--- src/rtl/rvv_backend_mac_sched_pkg.sv ---
// Shared types and sizing for the MAC lane scheduler and its order FIFO.
// Latency: none (types and constants only).
// Backpressure: none (types and constants only).
package rvv_backend_mac_sched_pkg;

  // Number of MAC lanes and ROB write ports; the scheduler logic assumes two.
  localparam int MAC_NUM_LANE     = 2;
  // Uops one lane may hold in flight: pipeline depth plus output register.
  localparam int MAC_LANE_CREDITS = 3;
  // Order FIFO entries; power of 2 and at least MAC_NUM_LANE*MAC_LANE_CREDITS.
  localparam int MAC_ORD_DEPTH    = 8;

  // Identifies one MAC lane.
  typedef logic [0:0] lane_id_t;

  // With two lanes, the "other" lane is the complement.
  function automatic lane_id_t other_lane(lane_id_t l);
    return ~l;
  endfunction

endpackage

--- src/rtl/rvv_backend_mac_sched_if.sv ---
// RS-FIFO / MAC-lane / ROB-port bundle seen by the MAC scheduler.
// Latency: wires only.
// Backpressure: the RS FIFO fill level and rob_ready are inputs to the scheduler; pops and acks are its outputs.
interface rvv_backend_mac_sched_if
  import rvv_backend_mac_sched_pkg::*;
#(
  parameter int ORD_DEPTH = MAC_ORD_DEPTH
) ();

  // RS FIFO side
  logic                             rs_fifo_empty;
  logic                             rs_fifo_1left_to_empty;
  logic [1:0]                       ex2rs_fifo_pop;
  // MAC lane side
  logic [1:0]                       lane_issue_vld;
  logic [1:0]                       lane_issue_src;
  logic [1:0]                       lane_res_vld;
  logic [1:0]                       lane_res_ack;
  // ROB side
  logic [1:0]                       rob_vld;
  logic [1:0]                       rob_lane_sel;
  logic [1:0]                       rob_ready;
  // Debug / perf
  logic [$clog2(ORD_DEPTH+1)-1:0]   inflight_cnt;

  // Scheduler view
  modport master (
    input  rs_fifo_empty, rs_fifo_1left_to_empty, lane_res_vld, rob_ready,
    output ex2rs_fifo_pop, lane_issue_vld, lane_issue_src, lane_res_ack,
           rob_vld, rob_lane_sel, inflight_cnt
  );

  // Surrounding wrapper view
  modport slave (
    output rs_fifo_empty, rs_fifo_1left_to_empty, lane_res_vld, rob_ready,
    input  ex2rs_fifo_pop, lane_issue_vld, lane_issue_src, lane_res_ack,
           rob_vld, rob_lane_sel, inflight_cnt
  );

endinterface

--- src/rtl/rvv_backend_mac_ord_fifo.sv ---
// 2-write/2-read FIFO of lane ids recording MAC issue order; exposes head, head+1 and occupancy.
// Latency: pushes become visible at head one cycle later; head/head+1 are read straight from storage.
// Backpressure: none internally; the caller must not push beyond free space or pop beyond occupancy.
module rvv_backend_mac_ord_fifo
  import rvv_backend_mac_sched_pkg::*;
#(
  parameter int DEPTH = MAC_ORD_DEPTH
) (
  input  logic                         clk,
  input  logic                         rst,
  input  logic                         flush,
  input  logic [1:0]                   push_vld,   // push_vld[1] only together with push_vld[0]
  input  lane_id_t                     push_dat0,
  input  lane_id_t                     push_dat1,
  input  logic [1:0]                   pop_cnt,    // 0, 1 or 2 entries
  output lane_id_t                     head_dat,
  output lane_id_t                     head1_dat,
  output logic [$clog2(DEPTH+1)-1:0]   occ
);

  localparam int PW = $clog2(DEPTH);
  localparam int OW = $clog2(DEPTH+1);

  lane_id_t          mem_q [DEPTH];
  lane_id_t          mem_d [DEPTH];
  logic [PW-1:0]     wr_ptr_q, wr_ptr_d;
  logic [PW-1:0]     rd_ptr_q, rd_ptr_d;
  logic [OW-1:0]     occ_q, occ_d;
  logic [PW-1:0]     wr_ptr_p1;
  logic [PW-1:0]     rd_ptr_p1;
  logic [1:0]        push_cnt;

  // Next storage, pointers and occupancy; pointers wrap naturally since DEPTH is a power of 2.
  always_comb begin
    mem_d     = mem_q;
    wr_ptr_p1 = wr_ptr_q + PW'(1);
    push_cnt  = {1'b0, push_vld[0]} + {1'b0, push_vld[1]};
    if (push_vld[0]) mem_d[wr_ptr_q]  = push_dat0;
    if (push_vld[1]) mem_d[wr_ptr_p1] = push_dat1;
    wr_ptr_d  = wr_ptr_q + PW'(push_cnt);
    rd_ptr_d  = rd_ptr_q + PW'(pop_cnt);
    occ_d     = occ_q + OW'(push_cnt) - OW'(pop_cnt);
    if (flush) begin
      wr_ptr_d = '0;
      rd_ptr_d = '0;
      occ_d    = '0;
    end
  end

  // State registers.
  always_ff @(posedge clk or posedge rst) begin
    if (rst) begin
      for (int i = 0; i < DEPTH; i++) mem_q[i] <= '0;
      wr_ptr_q <= '0;
      rd_ptr_q <= '0;
      occ_q    <= '0;
    end else begin
      mem_q    <= mem_d;
      wr_ptr_q <= wr_ptr_d;
      rd_ptr_q <= rd_ptr_d;
      occ_q    <= occ_d;
    end
  end

  // Read ports: oldest entry and the one behind it.
  always_comb begin
    rd_ptr_p1 = rd_ptr_q + PW'(1);
    head_dat  = mem_q[rd_ptr_q];
    head1_dat = mem_q[rd_ptr_p1];
    occ       = occ_q;
  end

  a_no_overflow:  assert property (@(posedge clk) disable iff (rst) occ_q <= OW'(DEPTH));
  a_no_underflow: assert property (@(posedge clk) disable iff (rst) OW'(pop_cnt) <= occ_q);

endmodule

--- src/rtl/rvv_backend_mac_sched.sv ---
// Pops up to two MUL uops per cycle onto two MAC lanes round-robin under per-lane credits; retires results in program order.
// Latency: issue and retire are both combinational (RS head to lane, lane result to ROB, same cycle).
// Backpressure: issue stalls on lane credits or order-FIFO space; retire stalls on rob_ready or a non-head lane result.
module rvv_backend_mac_sched
  import rvv_backend_mac_sched_pkg::*;
#(
  parameter int NUM_LANE     = MAC_NUM_LANE,
  parameter int LANE_CREDITS = MAC_LANE_CREDITS,
  parameter int ORD_DEPTH    = MAC_ORD_DEPTH
) (
  input  logic                        clk,
  input  logic                        rst,
  input  logic                        trap_flush_rvv,
  rvv_backend_mac_sched_if.master     io
);

  localparam int CW = $clog2(LANE_CREDITS+1);
  localparam int OW = $clog2(ORD_DEPTH+1);

  logic [CW-1:0]  credit_q [NUM_LANE];
  logic [CW-1:0]  credit_d [NUM_LANE];
  lane_id_t       rr_q, rr_d;

  // Reset also masks the combinational outputs so the block is fully quiet while held.
  logic           kill;
  logic           avail0, avail1;
  logic [OW-1:0]  occ, free;
  logic           iss0, iss1;
  lane_id_t       tgt0, tgt1;
  lane_id_t       h0, h1;
  logic           rv0, rv1, fire0, fire1;
  logic [1:0]     pop_cnt;

  assign kill = trap_flush_rvv | rst;

  // Issue decision: slot 0 goes to rr (or the other lane if rr is out of credit), slot 1 to the remaining lane.
  always_comb begin
    free   = OW'(ORD_DEPTH) - occ;
    avail0 = !io.rs_fifo_empty;
    avail1 = !io.rs_fifo_empty && !io.rs_fifo_1left_to_empty;
    tgt0   = (credit_q[rr_q] != '0) ? rr_q : other_lane(rr_q);
    tgt1   = other_lane(tgt0);
    iss0   = avail0 && !kill && ((credit_q[0] != '0) || (credit_q[1] != '0)) && (free >= OW'(1));
    iss1   = iss0 && avail1 && (credit_q[tgt1] != '0) && (free >= OW'(2));
    io.lane_issue_vld = '0;
    io.lane_issue_src = '0;
    if (iss0) io.lane_issue_vld[tgt0] = 1'b1;
    if (iss1) begin
      io.lane_issue_vld[tgt1] = 1'b1;
      io.lane_issue_src[tgt1] = 1'b1;
    end
    io.ex2rs_fifo_pop = {iss1, iss0};
  end

  // Retire decision: port 0 takes the head lane; port 1 the next entry only if it is a different lane.
  always_comb begin
    rv0   = (occ != '0) && io.lane_res_vld[h0] && !kill;
    fire0 = rv0 && io.rob_ready[0];
    rv1   = fire0 && (occ >= OW'(2)) && (h1 != h0) && io.lane_res_vld[h1] && !kill;
    fire1 = rv1 && io.rob_ready[1];
    io.rob_vld      = {rv1, rv0};
    io.rob_lane_sel = {rv1 & h1[0], rv0 & h0[0]};
    io.lane_res_ack = '0;
    if (fire0) io.lane_res_ack[h0] = 1'b1;
    if (fire1) io.lane_res_ack[h1] = 1'b1;
    pop_cnt = {1'b0, fire0} + {1'b0, fire1};
  end

  // Credit and round-robin next state: each lane sees at most one issue and one retire per cycle.
  always_comb begin
    for (int l = 0; l < NUM_LANE; l++) begin
      credit_d[l] = credit_q[l] - CW'(io.lane_issue_vld[l]) + CW'(io.lane_res_ack[l]);
    end
    rr_d = (iss0 ^ iss1) ? other_lane(rr_q) : rr_q;
    if (trap_flush_rvv) begin
      for (int l = 0; l < NUM_LANE; l++) credit_d[l] = CW'(LANE_CREDITS);
      rr_d = '0;
    end
  end

  // Credit and round-robin registers.
  always_ff @(posedge clk or posedge rst) begin
    if (rst) begin
      for (int l = 0; l < NUM_LANE; l++) credit_q[l] <= CW'(LANE_CREDITS);
      rr_q <= '0;
    end else begin
      credit_q <= credit_d;
      rr_q     <= rr_d;
    end
  end

  rvv_backend_mac_ord_fifo #(
    .DEPTH     (ORD_DEPTH)
  ) u_ord_fifo (
    .clk       (clk),
    .rst       (rst),
    .flush     (trap_flush_rvv),
    .push_vld  ({iss1, iss0}),
    .push_dat0 (tgt0),
    .push_dat1 (tgt1),
    .pop_cnt   (pop_cnt),
    .head_dat  (h0),
    .head1_dat (h1),
    .occ       (occ)
  );

  assign io.inflight_cnt = occ;

  for (genvar g = 0; g < NUM_LANE; g++) begin : g_credit_chk
    a_credit_range: assert property (@(posedge clk) disable iff (rst) credit_q[g] <= CW'(LANE_CREDITS));
  end

endmodule

--- src/flat_wrapper.sv ---
// flat-port wrapper written by rule: the top's interface ports become plain ports
module rvv_backend_mac_sched_flat import rvv_backend_mac_sched_pkg::*;
#(
  parameter int NUM_LANE     = MAC_NUM_LANE,
  parameter int LANE_CREDITS = MAC_LANE_CREDITS,
  parameter int ORD_DEPTH    = MAC_ORD_DEPTH
)
  (clk, rst, trap_flush_rvv, io_rs_fifo_empty, io_rs_fifo_1left_to_empty, io_lane_res_vld, io_rob_ready, io_ex2rs_fifo_pop, io_lane_issue_vld, io_lane_issue_src, io_lane_res_ack, io_rob_vld, io_rob_lane_sel, io_inflight_cnt);
  rvv_backend_mac_sched_if #(.ORD_DEPTH(ORD_DEPTH)) io_i ();
  input  logic clk;
  input  logic rst;
  input  logic trap_flush_rvv;
  input wire logic [$bits(io_i.rs_fifo_empty)-1:0] io_rs_fifo_empty;
  input wire logic [$bits(io_i.rs_fifo_1left_to_empty)-1:0] io_rs_fifo_1left_to_empty;
  input wire logic [$bits(io_i.lane_res_vld)-1:0] io_lane_res_vld;
  input wire logic [$bits(io_i.rob_ready)-1:0] io_rob_ready;
  output wire logic [$bits(io_i.ex2rs_fifo_pop)-1:0] io_ex2rs_fifo_pop;
  output wire logic [$bits(io_i.lane_issue_vld)-1:0] io_lane_issue_vld;
  output wire logic [$bits(io_i.lane_issue_src)-1:0] io_lane_issue_src;
  output wire logic [$bits(io_i.lane_res_ack)-1:0] io_lane_res_ack;
  output wire logic [$bits(io_i.rob_vld)-1:0] io_rob_vld;
  output wire logic [$bits(io_i.rob_lane_sel)-1:0] io_rob_lane_sel;
  output wire logic [$bits(io_i.inflight_cnt)-1:0] io_inflight_cnt;
  assign io_i.rs_fifo_empty = io_rs_fifo_empty;
  assign io_i.rs_fifo_1left_to_empty = io_rs_fifo_1left_to_empty;
  assign io_i.lane_res_vld = io_lane_res_vld;
  assign io_i.rob_ready = io_rob_ready;
  assign io_ex2rs_fifo_pop = io_i.ex2rs_fifo_pop;
  assign io_lane_issue_vld = io_i.lane_issue_vld;
  assign io_lane_issue_src = io_i.lane_issue_src;
  assign io_lane_res_ack = io_i.lane_res_ack;
  assign io_rob_vld = io_i.rob_vld;
  assign io_rob_lane_sel = io_i.rob_lane_sel;
  assign io_inflight_cnt = io_i.inflight_cnt;
  rvv_backend_mac_sched #(.NUM_LANE(NUM_LANE), .LANE_CREDITS(LANE_CREDITS), .ORD_DEPTH(ORD_DEPTH)) u_core (.clk(clk), .rst(rst), .trap_flush_rvv(trap_flush_rvv), .io(io_i));
endmodule
--- config.mk ---
export PLATFORM = sky130hd
export DESIGN_NAME = rvv_backend_mac_sched_flat
export DESIGN_NICKNAME = d
export VERILOG_FILES = /design/src/rtl/rvv_backend_mac_sched_pkg.sv /design/src/rtl/rvv_backend_mac_sched_if.sv /design/src/rtl/rvv_backend_mac_ord_fifo.sv /design/src/rtl/rvv_backend_mac_sched.sv /design/src/flat_wrapper.sv
export SDC_FILE = /design/constraint.sdc
export NUM_CORES = 1
export LEC_CHECK = 0
export CORE_AREA = 2 2 63 65
export CTS_CLUSTER_DIAMETER = 80
export DETAILED_ROUTE_END_ITERATION = 8
export DIE_AREA = 0 0 65 67
export PLACE_DENSITY = 0.76
export SETUP_SLACK_MARGIN = 0.05
export SKIP_CTS_REPAIR_TIMING = 1
export SLEW_MARGIN = 5
export SYNTH_ARGS = -nofsm -noshare
export SYNTH_HDL_FRONTEND = slang
export SYNTH_SLANG_ARGS = --single-unit
--- constraint.sdc ---
create_clock -name clk -period 4.72 [get_ports clk]
set_clock_uncertainty 0.1 [all_clocks]
set_input_delay 1.416 -clock clk [delete_from_list [all_inputs] [get_ports clk]]
set_output_delay 1.416 -clock clk [all_outputs]
set_load 0.02 [all_outputs]
-- Yosys cells after proc, flatten, opt, wreduce, memory -nomap -nowiden
Index checks and enable logic that the tools add are counted.
- equality and inequality tests: 1
- reductions and logical operators: 31
- multipliers: 0
- divide/modulo/power cells: 0
- $lt $le $gt $ge: 19
- mux-type cells: 44
- bitwise operators: 14
- shift operators: 0
- add/subtract/negate cells: 13
- operators by type and width (kind ; count):
    $mux W2 ; 11
    $logic_and A1 B1 Y1 ; 21
    $mux W1 ; 17
    $bwmux W8 ; 2
    $ge A4 B4 Y1 const B ; 4
    $mux W8 ; 2
    $not A3 Y4 ; 4
    $reduce_bool A2 Y1 ; 5
    $ge A4 B2 Y1 const B ; 2
    $lt A1 B2 Y1 const B ; 4
    $lt A4 B1 Y1 const B ; 2
    $mux W4 ; 2
    $add A3 B1 Y3 const B ; 2
    $add A3 B2 Y3 ; 2
    $bmux W1 S3 ; 2
    $demux W1 S3 ; 2
    $mux W3 ; 2
    $add A1 B1 Y2 ; 2
    $add A2 B1 Y2 ; 2
    $add A4 B2 Y4 ; 1
    $demux W1 S1 ; 4
    $ge A1 B1 Y1 const B ; 4
    $ge A2 B2 Y1 const B ; 2
    $ge A4 B1 Y1 const B ; 1
    other kinds (13) ; 20
- memories kept: 0
- logic and storage cells: 136
- RAM bits: 0
- ROM bits: 0
- input bits: 9
- flip-flop bits (word level): 23
- latch bits: 0
- output and inout port bits: 16

-- Depth between registers and ports, before layout
- depth after elaboration: 18
- depth in mapped cells: 15
- depth with buffers taken out: 15

-- Cells and area by module
From an unflattened synthesis, not the netlist that was laid out.
- cell total of the unflattened synthesis: 180
- area, all modules: 1865.5 um2
- by module, submodules not included (module ; sequential area each (um2) ; cells each ; area an instance (um2) ; times used):
    rvv_backend_mac_ord_fifo ; 450.4 ; 105 ; 1263.7 ; 1
    rvv_backend_mac_sched ; 130.1 ; 75 ; 601.8 ; 1

-- Worst setup path before layout
OpenSTA, ideal clock, no wires.
- path type: input to output
- start: in trap_flush_rvv
- end: out io_lane_issue_src[0]
- stages: 6
- slack: 138 ps
- buffers on the path: 2
- arrival time: 3066 ps
- required time: 3204 ps
- cells stage by stage: buf_6 or3_1 or3_1 or3b_4 buf_6 nor2_1
- word-level cells in the longest chain between the ends: 9
- ends and longest elaborated chain (element ; RTL line ; RTL):
    from (decl) ; flat_wrapper.sv:12 ; input logic trap_flush_rvv;
    $or A1 B1 Y1 ; rvv_backend_mac_sched.sv:34 ; assign kill = trap_flush_rvv | rst;
    $logic_not A1 Y1 ; rvv_backend_mac_sched.sv:43 ; iss0 = avail0 && !kill && ((credit_q[0] != '0) || (credit_q[1] != '0)) && (free >= OW'(1));
    $logic_and A1 B1 Y1 (3 in a row) ; rvv_backend_mac_sched.sv:43 ;
    $logic_and A1 B1 Y1 (3 in a row) ; rvv_backend_mac_sched.sv:44 ; iss1 = iss0 && avail1 && (credit_q[tgt1] != '0) && (free >= OW'(2));
    $mux W2 ; rvv_backend_mac_sched.sv:48 ; if (iss1) begin
    to (decl) ; flat_wrapper.sv:19 ; output wire logic [$bits(io_i.lane_issue_src)-1:0] io_lane_issue_src;
Every way passes these cells.

-- Final worst setup path
Ends and elaborated chain as after synthesis.

==> results.cfg <==
[finish]
final_cell_mix = buf_4, inv_1, ha_1, dfrtp_1, nor2_1
diodes = 0
nets = 285
syn_to_final_growth_pct = 25.8
register_area_um2 = 581
n_fill_cell = 283
drive_above_1_share_pct = 21.0
multi_input_area_um2 = 1280
final_common_cell = buf_4

[min_path]
whs_path_depth = 2
hold_path.class = reg -> reg
worstHoldStart = u_core.rr_q
holdPathEnd = u_core.rr_q

[synth]
seq_area_frac_synth_pct = 29.5
yosys.area_share.adder_pct = 16.2
synth_cells = 209
ys_seq_elements = 23
syn_area_um2 = 1970
synth-simple-area-share_pct = 21.7
synthXorXnorAreaFrac_pct = 6.24
syn_nets = 241
ys_async_sr_fraction_pct = 100
synth_edf_count = 0
synth_top_family_by_area = simple AND/OR/NAND/NOR gates
synth.avg_cell_area_um2 = 9.40
synth_mux_area_share_pct = 5.67
ys.flop_type = dfrtp_1
synth.distinct_cells = 46
synth_compound_area_share_pct = 13.8
ys_warn_count = 0

[sta]
hold_violations = 0
setup_viol = 0
period_needed_ns = 4.62
maxSlewHeadroom_pct = 38.4
finalCritPeriodShare_pct = 97.8
worst_pin_slew_ns = 0.923
slew_violations = 0
max_freq_mhz = 217
final.setup.tns_ns = 0
rsz0062_at_grt = yes
hold_slack_ns = 0.474

[die]
die_y_um = 67
core_area_um2 = 3610
fp.dieArea_um2 = 4360
die_width_um = 65
pin_count = 25
start_util_pct = 54.5
rows = 22

[critical_path]
path_max_fanout = 6
r2r_start = u_core.u_ord_fifo.rd_ptr_q[0]
rr_worst_depth = 13
rrSetupSlack_ns = 0.88
end_kind = primary output
path_class = in -> out
crit_arrival_ns = 3.10
worst-endpoint-required_ns = 3.20
critPathLaunchType = input port
r2r-end = u_core.u_ord_fifo.occ[3]

[drt]
dr_wl_met2_um = 2170
first_pass_iters = 4
highest_layer = met4
drtIter0Drc = 171
drt-met1-wl_um = 2090
wl_met3_um = 287
vias = 1746
postRouteAntennaNets = 0
drc = 0
drt_wl_total_um = 4610
viasPerCell = 5.82
wl_per_cell_um = 15.4

[job]
max_cap_violations = 0

[cts]
cts_tree = done
clock_latency_ns = 0.27
numCtsBuffers = 3
clk_pin_slew_ns = 0.09
clkSinkCount = 23
clockRootBuffer = clkbuf_8
cts_buffer_depth = 2
htreeDepth = 1

[power_and_ir_drop]
p_leak_nw = 1.22
peakVddDrop_mv = 0.290
powerDensity_nw_per_um2 = 338

[grt]
overflow = 0
grt_start_max_net_pins = 24
grt_pass1_vias = 1666
grt_usage_pct = 23.6
antenna_found_initial = 0
grt_pass1_wl_um = 7940

[status]
status = finished clean

[placement]
io_buffers = 24
hpwlAfterDp_um = 3560
gp_congestion = 0.967
layer usage:
layer,vias to the layer above,track usage [%]
met2,68,38.1
met5,-,0
met1,835,33.1
li1,837,-
met3,6,3.55
met4,0,6.12
worst max-delay path by stage:
stage | from | end | depth (start not counted)
5_1_grt | io_lane_res_vld[0] | io_lane_res_ack[0] | 8
4_1_cts | trap_flush_rvv | io_lane_issue_vld[0] | 6
3_5_place_dp | trap_flush_rvv | io_lane_issue_vld[0] | 6
6_report | trap_flush_rvv | io_lane_issue_src[0] | 6
2_1_floorplan | trap_flush_rvv | io_lane_issue_src[0] | 6
3_3_place_gp | trap_flush_rvv | io_lane_issue_vld[1] | 6
flip-flops by register name (all words and copies together), names as in the netlist:
signal and count:
u_core.credit_q 4, u_core.u_ord_fifo.rd_ptr_q 3, u_core.u_ord_fifo.occ 4, u_core.u_ord_fifo.wr_ptr_q 3, u_core.rr_q 1, u_core.u_ord_fifo.mem_q 8
logic make-up (layout without fill, tap and decap cells):
kind of cell / count (synthesis) / in the layout
flops: 23 / 23
compound gates: 38 / 38
simple gates: 77 / 77
buf+inv: 28 / 71
mux: 6 / 6
xor+xnor: 14 / 14
fa+ha+maj: 23 / 23
worst max-delay path, stage by stage:
cell	delay (ns)
dlymetal6s2s_1	0.15
or3_4	0.38
or3_1	0.37
or3b_4	0.44
nor2_1	0.11
dlymetal6s2s_1	0.23
area by class of cell:
| type | count | area share (%) |
|---|---|---|
| Sequential cell | 23 | 23.5 |
| Timing Repair Buffer | 48 | 17.6 |
| Tap cell | 48 | 2.43 |
| Inverter | 19 | 2.88 |
| Clock buffer | 4 | 1.82 |
| Multi-Input combinational cell | 158 | 51.8 |
where the power goes:
part           internal [W]  total [W]  leakage, nW  switching [W]
Clock             0.0000603   0.000126       0.0228      0.0000656
Combinational      0.000196   0.000418        0.897       0.000222
Sequential         0.000243   0.000293        0.301      0.0000507
Yosys cell counts (5+ instances only):
cell type  count  area, um2
nand4_1        7       43.8
xnor2_1        8       70.1
nand3_1        6       30.0
o21ai_0        6       30.0
nor2b_1        5       31.3
nand2_1        8       30.0
dfrtp_1       19        475
nor2_1        18       67.6
or3_1          5       31.3
inv_1         19       71.3
xor2_1         6       52.6
a21oi_1        8       40.0
ha_1          19        238
through the flow:
stage,util [%],std cells,power (W),worst slack [ns],area (um2)
after floorplan,-,209,0.000572,0.138,1970
after global placement,66.1,296,0.000693,-0.608,2380
after detailed placement,66.1,296,0.000705,-0.645,2380
after CTS,67.3,300,0.000831,-0.660,2430
after global routing,68.6,300,0.000906,0.0255,2470
final,68.6,300,0.000837,0.103,2470
(Power assumes the default switching activity.)
==> patch 1 (config.mk and constraints unchanged) <==
Reset style: synchronous (`rst`), changed in 2 clocked blocks.
--- a/src/rtl/rvv_backend_mac_ord_fifo.sv
+++ b/src/rtl/rvv_backend_mac_ord_fifo.sv
@@ -48,7 +48,7 @@
   end
 
   // State registers.
-  always_ff @(posedge clk or posedge rst) begin
+  always_ff @(posedge clk) begin
     if (rst) begin
       for (int i = 0; i < DEPTH; i++) mem_q[i] <= '0;
       wr_ptr_q <= '0;
--- a/src/rtl/rvv_backend_mac_sched.sv
+++ b/src/rtl/rvv_backend_mac_sched.sv
@@ -79,7 +79,7 @@
   end
 
   // Credit and round-robin registers.
-  always_ff @(posedge clk or posedge rst) begin
+  always_ff @(posedge clk) begin
     if (rst) begin
       for (int l = 0; l < NUM_LANE; l++) credit_q[l] <= CW'(LANE_CREDITS);
       rr_q <= '0;
Check against the original RTL: differs if rst is asserted again (counterexample within 4 cycles, from zero or initial values and one cycle with rst high); with rst held inactive, the same outputs for 4 cycles.
==> patch 1 against the original RTL <==
Non-clock buffer count decreased by 3; worst hold slack improved by 0.0055 ns; sequential cell count stayed put; via count rose by 0.23%; final area shrank 2.6%; sequential share of layout area decreased by 4.4 points; setup slack gained 0.033 ns; critical path depth grew 1; highest routed layer unchanged; critical endpoint is now io_lane_issue_src[1]; area after synthesis is essentially flat; fmax increased by 0.73%; wire length fell by 0.93%.
Power is not compared: it rests on default switching activity, and its combinational part moved more than twofold at a synthesized area within 25%.
==> patch 1: results (changes against the original RTL) <==
Switching part of the total: 28.6%
Drt first pass iters: 4 (unchanged)
Worst rel slew slack: 41.3% (+2.9 points)
Worst-Skew Late Latency: 0.27 ns (about the same)
Critical Path Max Stage Delay: 0.45 ns
Clk buf depth: 2 (unchanged)
Initial DRC count: 104 (-39%)
Htree depth: 1 (unchanged)
Fin. Hold Viols: 0 (unchanged)
P_leak: 1.14 nW
HPWL after DPL: 3630 µm (+2.1%)
Max-cap violations: 0 (unchanged)
Most used DFF post-synth: dfxtp_1
CP top delay family: simple AND/OR/NAND/NOR gates
Highest Clock Rate: 218 MHz (+0.73%)
Share of cells above drive strength 1: 21.3% (+0.29 points)
Biggest register: u_core.u_ord_fifo.mem_q
CP Data Arrival Time: 3.07 ns (-0.03 ns)
Status: finished clean
Netlist cell types: 49 (+6.5%)
Synth Warn #: 0 (unchanged)
GRT Total Usage: 23.3% (-0.27 points)
Worst min-delay path category: reg -> reg
Share of flip-flops with an asynchronous set or reset: 0% (-100 points)
Root buffer cell: clkbuf_8
Inserted Diodes: 0 (unchanged)
Max VDD drop: 0.143 mV
Port buffer count: 24 (unchanged)
Vias in the first global route: 1687 (+1.3%)
Clock-pin slew on the worst setup and hold paths: 0.09 ns (about the same)
Inserted Clock Buffers: 3 (unchanged)
Register area share after synthesis: 23.4% (-6.1 points)
Placer Congestion: 0.813 (-16%)
Max reg flops: 8 (unchanged)
Slowest cell on the critical path: or3_4
Top cells by instance count after synthesis: 23 x dfxtp_1, 20 x nor2_1, 19 x ha_1, 19 x inv_1, 13 x nand4_1
Final Routed Wirelength: 4570 µm (-0.93%)
Post-Syn Nets: 254 (+5.4%)
CP max FO: 5 (-1)
Pin count of the biggest net entering global routing: 16 (-33%)
Vias per cell: 5.72 (-1.7%)
First-pass GRT wire length: 7850 µm (-1.0%)
Initial antenna violation count: 0 (unchanged)
Area contributors post-synth: dfxtp_1 23%, ha_1 12%, nand4_1 4.1%
Nets: 291 (+2.1%)
[patch 1: changes by cell type in the layout (fill, tap and decap cells not counted), moves of 5 or more]
cell | unedited run | this run
a21oi_1 | 7 | 1
a31o_2 | 0 | 7
dfrtp_1 | 19 | 0
dfxtp_1 | 0 | 23
mux2i_1 | 1 | 7
nand3_1 | 6 | 1
nand4_1 | 7 | 13
o21ai_0 | 4 | 9
[patch 1: per-stage QoR]
step,setup slack (ns),instances,cell area (µm²)
floorplan,0.328,222,1960
global placement,-0.398,302,2350
detailed placement,-0.441,302,2350
CTS,-0.447,306,2400
global route,0.0549,306,2410
finish,0.137,306,2410
[patch 1: path summary, 6_finish.rpt]
kind / from / to / slack, ns / cells past startpoint
min reg2reg: u_core.credit_q[3]$_SDFF_PP1_ / u_core.credit_q[3]$_SDFF_PP1_ / 0.48 / 2
max reg2reg: u_core.u_ord_fifo.occ[1]$_SDFF_PP0_ / u_core.u_ord_fifo.occ[3]$_SDFF_PP0_ / 0.87 / 17
min: u_core.credit_q[3]$_SDFF_PP1_ / u_core.credit_q[3]$_SDFF_PP1_ / 0.48 / 2
max: io_rs_fifo_empty / io_lane_issue_src[1] / 0.14 / 7
[patch 1: cell families after synthesis]
family / Yosys count / share of synthesized area, %
XOR/XNOR: 13 / 5.80
AND/OR/NAND/NOR: 82 / 24.4
adder cells (fa/ha/maj): 23 / 16.2
buffers and inverters: 32 / 7.20
AO/OA/AOI/OAI: 37 / 13.5
multiplexers: 12 / 9.49
flip-flops: 23 / 23.4
[patch 1: power by group through the flow]
stage	clock (mW)	combinational (mW)	sequential [mW]
after global routing	0.139	0.0931	0.205
after detailed placement	0	0.0824	0.208
after global placement	0	0.0812	0.208
final	0.127	0.0834	0.204
after floorplan	0	0.0520	0.207
after CTS	0.131	0.0829	0.204
[patch 1: cell type report]
class,instances,area (µm²)
multi-input cells,167,1380
fillers,313,1200
flip-flops and latches,23,460
repair buffers,45,388
inverters,19,71.3
well taps,48,60.1
clock buffers,3,41.3
clock inverters,1,5.00
[patch 1: worst register-to-register path: cells and delay by family (launching register included)]
family                   cells  cell delay [ns]
buffers and inverters        5             0.54
adder cells (fa/ha/maj)      4             1.13
AO/OA/AOI/OAI                4             0.65
XOR/XNOR                     1             0.14
AND/OR/NAND/NOR              3             0.65
flip-flops                   1             0.55
[patch 1: routing by layer]
metal  part of all wire [%]  GRT usage [%]
met5                      0              0
met4                   0.83           4.79
met3                    2.5           2.03
met2                     50           42.5
met1                     47           30.0
==> patch 2 (same settings) <==
Without the edit above. `MAC_LANE_CREDITS`: 3 -> 2.
--- a/src/rtl/rvv_backend_mac_sched_pkg.sv
+++ b/src/rtl/rvv_backend_mac_sched_pkg.sv
@@ -6,7 +6,7 @@
   // Number of MAC lanes and ROB write ports; the scheduler logic assumes two.
   localparam int MAC_NUM_LANE     = 2;
   // Uops one lane may hold in flight: pipeline depth plus output register.
-  localparam int MAC_LANE_CREDITS = 3;
+  localparam int MAC_LANE_CREDITS = 2;
   // Order FIFO entries; power of 2 and at least MAC_NUM_LANE*MAC_LANE_CREDITS.
   localparam int MAC_ORD_DEPTH    = 8;
 
Function: changed (a bounded check fails within 4 cycles, from zero or initial values and one cycle with rst high).
==> patch 2 against the original RTL <==
Area after synthesis increased by 0.51%; setup slack improved by 0.026 ns; final area shrank 0.35%; total power increased by 6.2%; largest power group unchanged; die area unchanged; sequential share of layout area barely moved; sequential cell count unchanged; count of clock-buffer cells in the layout fell by 1; wire length fell by 3.8%.
==> patch 2: results (changes against the original RTL) <==
Status: finished clean
Share of cells above drive strength 1: 20.9% (-0.083 points)
GRT Total Usage: 23.4% (-0.22 points)
Vias in the first global route: 1689 (+1.4%)
Synth Warn #: 0 (unchanged)
Least-Margin Pin Slew: 0.877 ns (-0.0454 ns)
Initial DRC count: 89 (-48%)
FF-to-FF path depth: 14 (+1)
Fill cells: 279 (-1.4%)
First-pass GRT wire length: 7840 µm (-1.2%)
CP max FO: 2 (-4)
Worst setup path start: io_lane_res_vld[0]
Worst-Skew Late Latency: 0.26 ns
Vias per cell: 5.65 (-2.8%)
Worst R2R End: u_core.u_ord_fifo.occ[3]$_DFF_PP0_
Register area share after synthesis: 29.3% (-0.28 points)
Max VDD drop: 0.354 mV (+22%)
HPWL after DPL: 3480 µm (-2.1%)
Top cells by instance count after synthesis: 21 x dfrtp_1, 21 x nor2_1, 19 x ha_1
Placer Congestion: 0.824 (-15%)
WL per Instance: 14.7 µm (-4.1%)
Post-Syn Nets: 242 (+0.41%)
Slowest cell on the critical path: clkdlybuf4s50_1
CP Data Arrival Time: 3.07 ns (-0.03 ns)
CP top delay family: buffers and inverters
Area contributors post-synth: dfrtp_1 27%, ha_1 12%, fa_1 4.1%
R2R Setup Slk: 0.92 ns (+0.04 ns)
Critical Path Max Stage Delay: 0.49 ns (+0.05 ns)
P_leak: 1.16 nW (-4.9%)
Netlist cell types: 47 (+2.2%)
Inserted Diodes: 0 (unchanged)
Port buffer count: 24 (unchanged)
Nets: 286 (+0.35%)
HP Start: u_core.rr_q$_DFFE_PP0P_
Worst min-delay path category: reg -> reg
Worst Setup EP: io_lane_res_ack[0]
## patch 2: changes by cell type in the layout (fill, tap and decap cells not counted), sizes merged, moves of 3 or more
| cell | unedited run | this run |
|---|---|---|
| dlymetal6s2s | 10 | 4 |
| nand4 | 7 | 11 |
| buf | 27 | 30 |
| clkinv | 0 | 3 |
| inv | 19 | 16 |
| nor2 | 18 | 21 |
| nor2b | 5 | 8 |
## patch 2: report_power, final
| part | switching [mW] | leakage (nW) | internal, mW |
|---|---|---|---|
| Combinational | 0.260 | 0.828 | 0.215 |
| Clock | 0.0632 | 0.0255 | 0.0588 |
| Sequential | 0.0537 | 0.308 | 0.238 |
## patch 2: cells by family after synthesis
family / synth area share (%)
AO/OA/AOI/OAI: 11.5
XOR/XNOR: 6.21
adder cells (fa/ha/maj): 16.1
buffers and inverters: 6.90
flip-flops: 29.3
multiplexers: 5.95
AND/OR/NAND/NOR: 24.1
## patch 2: final cells by class
cell class | count | area share [%]
clock inverter | 1 | 0.203
multi-input combinational | 158 | 52.0
inverter | 18 | 2.95
clock buffer | 3 | 1.68
sequential | 23 | 23.5
timing repair buffer | 50 | 17.3
tap | 48 | 2.44
## patch 2: layer usage
layer	share of wire [%]	wire length, µm	track usage [%]
met5	0	0	0
met4	0.61	27	5.85
met3	5.7	255	3.38
met2	47	2110	38.7
met1	46	2050	32.3
## patch 2: metrics by stage
step / std cells / area, µm² / TNS, ns / hold slack, ns / worst slack (ns)
after detailed placement: 297 / 2420 / -4.15 / 0.461 / -0.488
after global placement: 297 / 2420 / -3.85 / 0.445 / -0.438
after floorplan: 210 / 1980 / 0 / 0.411 / 0.354
final: 301 / 2460 / 0 / 0.476 / 0.129
after CTS: 301 / 2470 / -3.85 / 0.476 / -0.497
after global routing: 301 / 2460 / -0.00256 / 0.497 / -0.00256
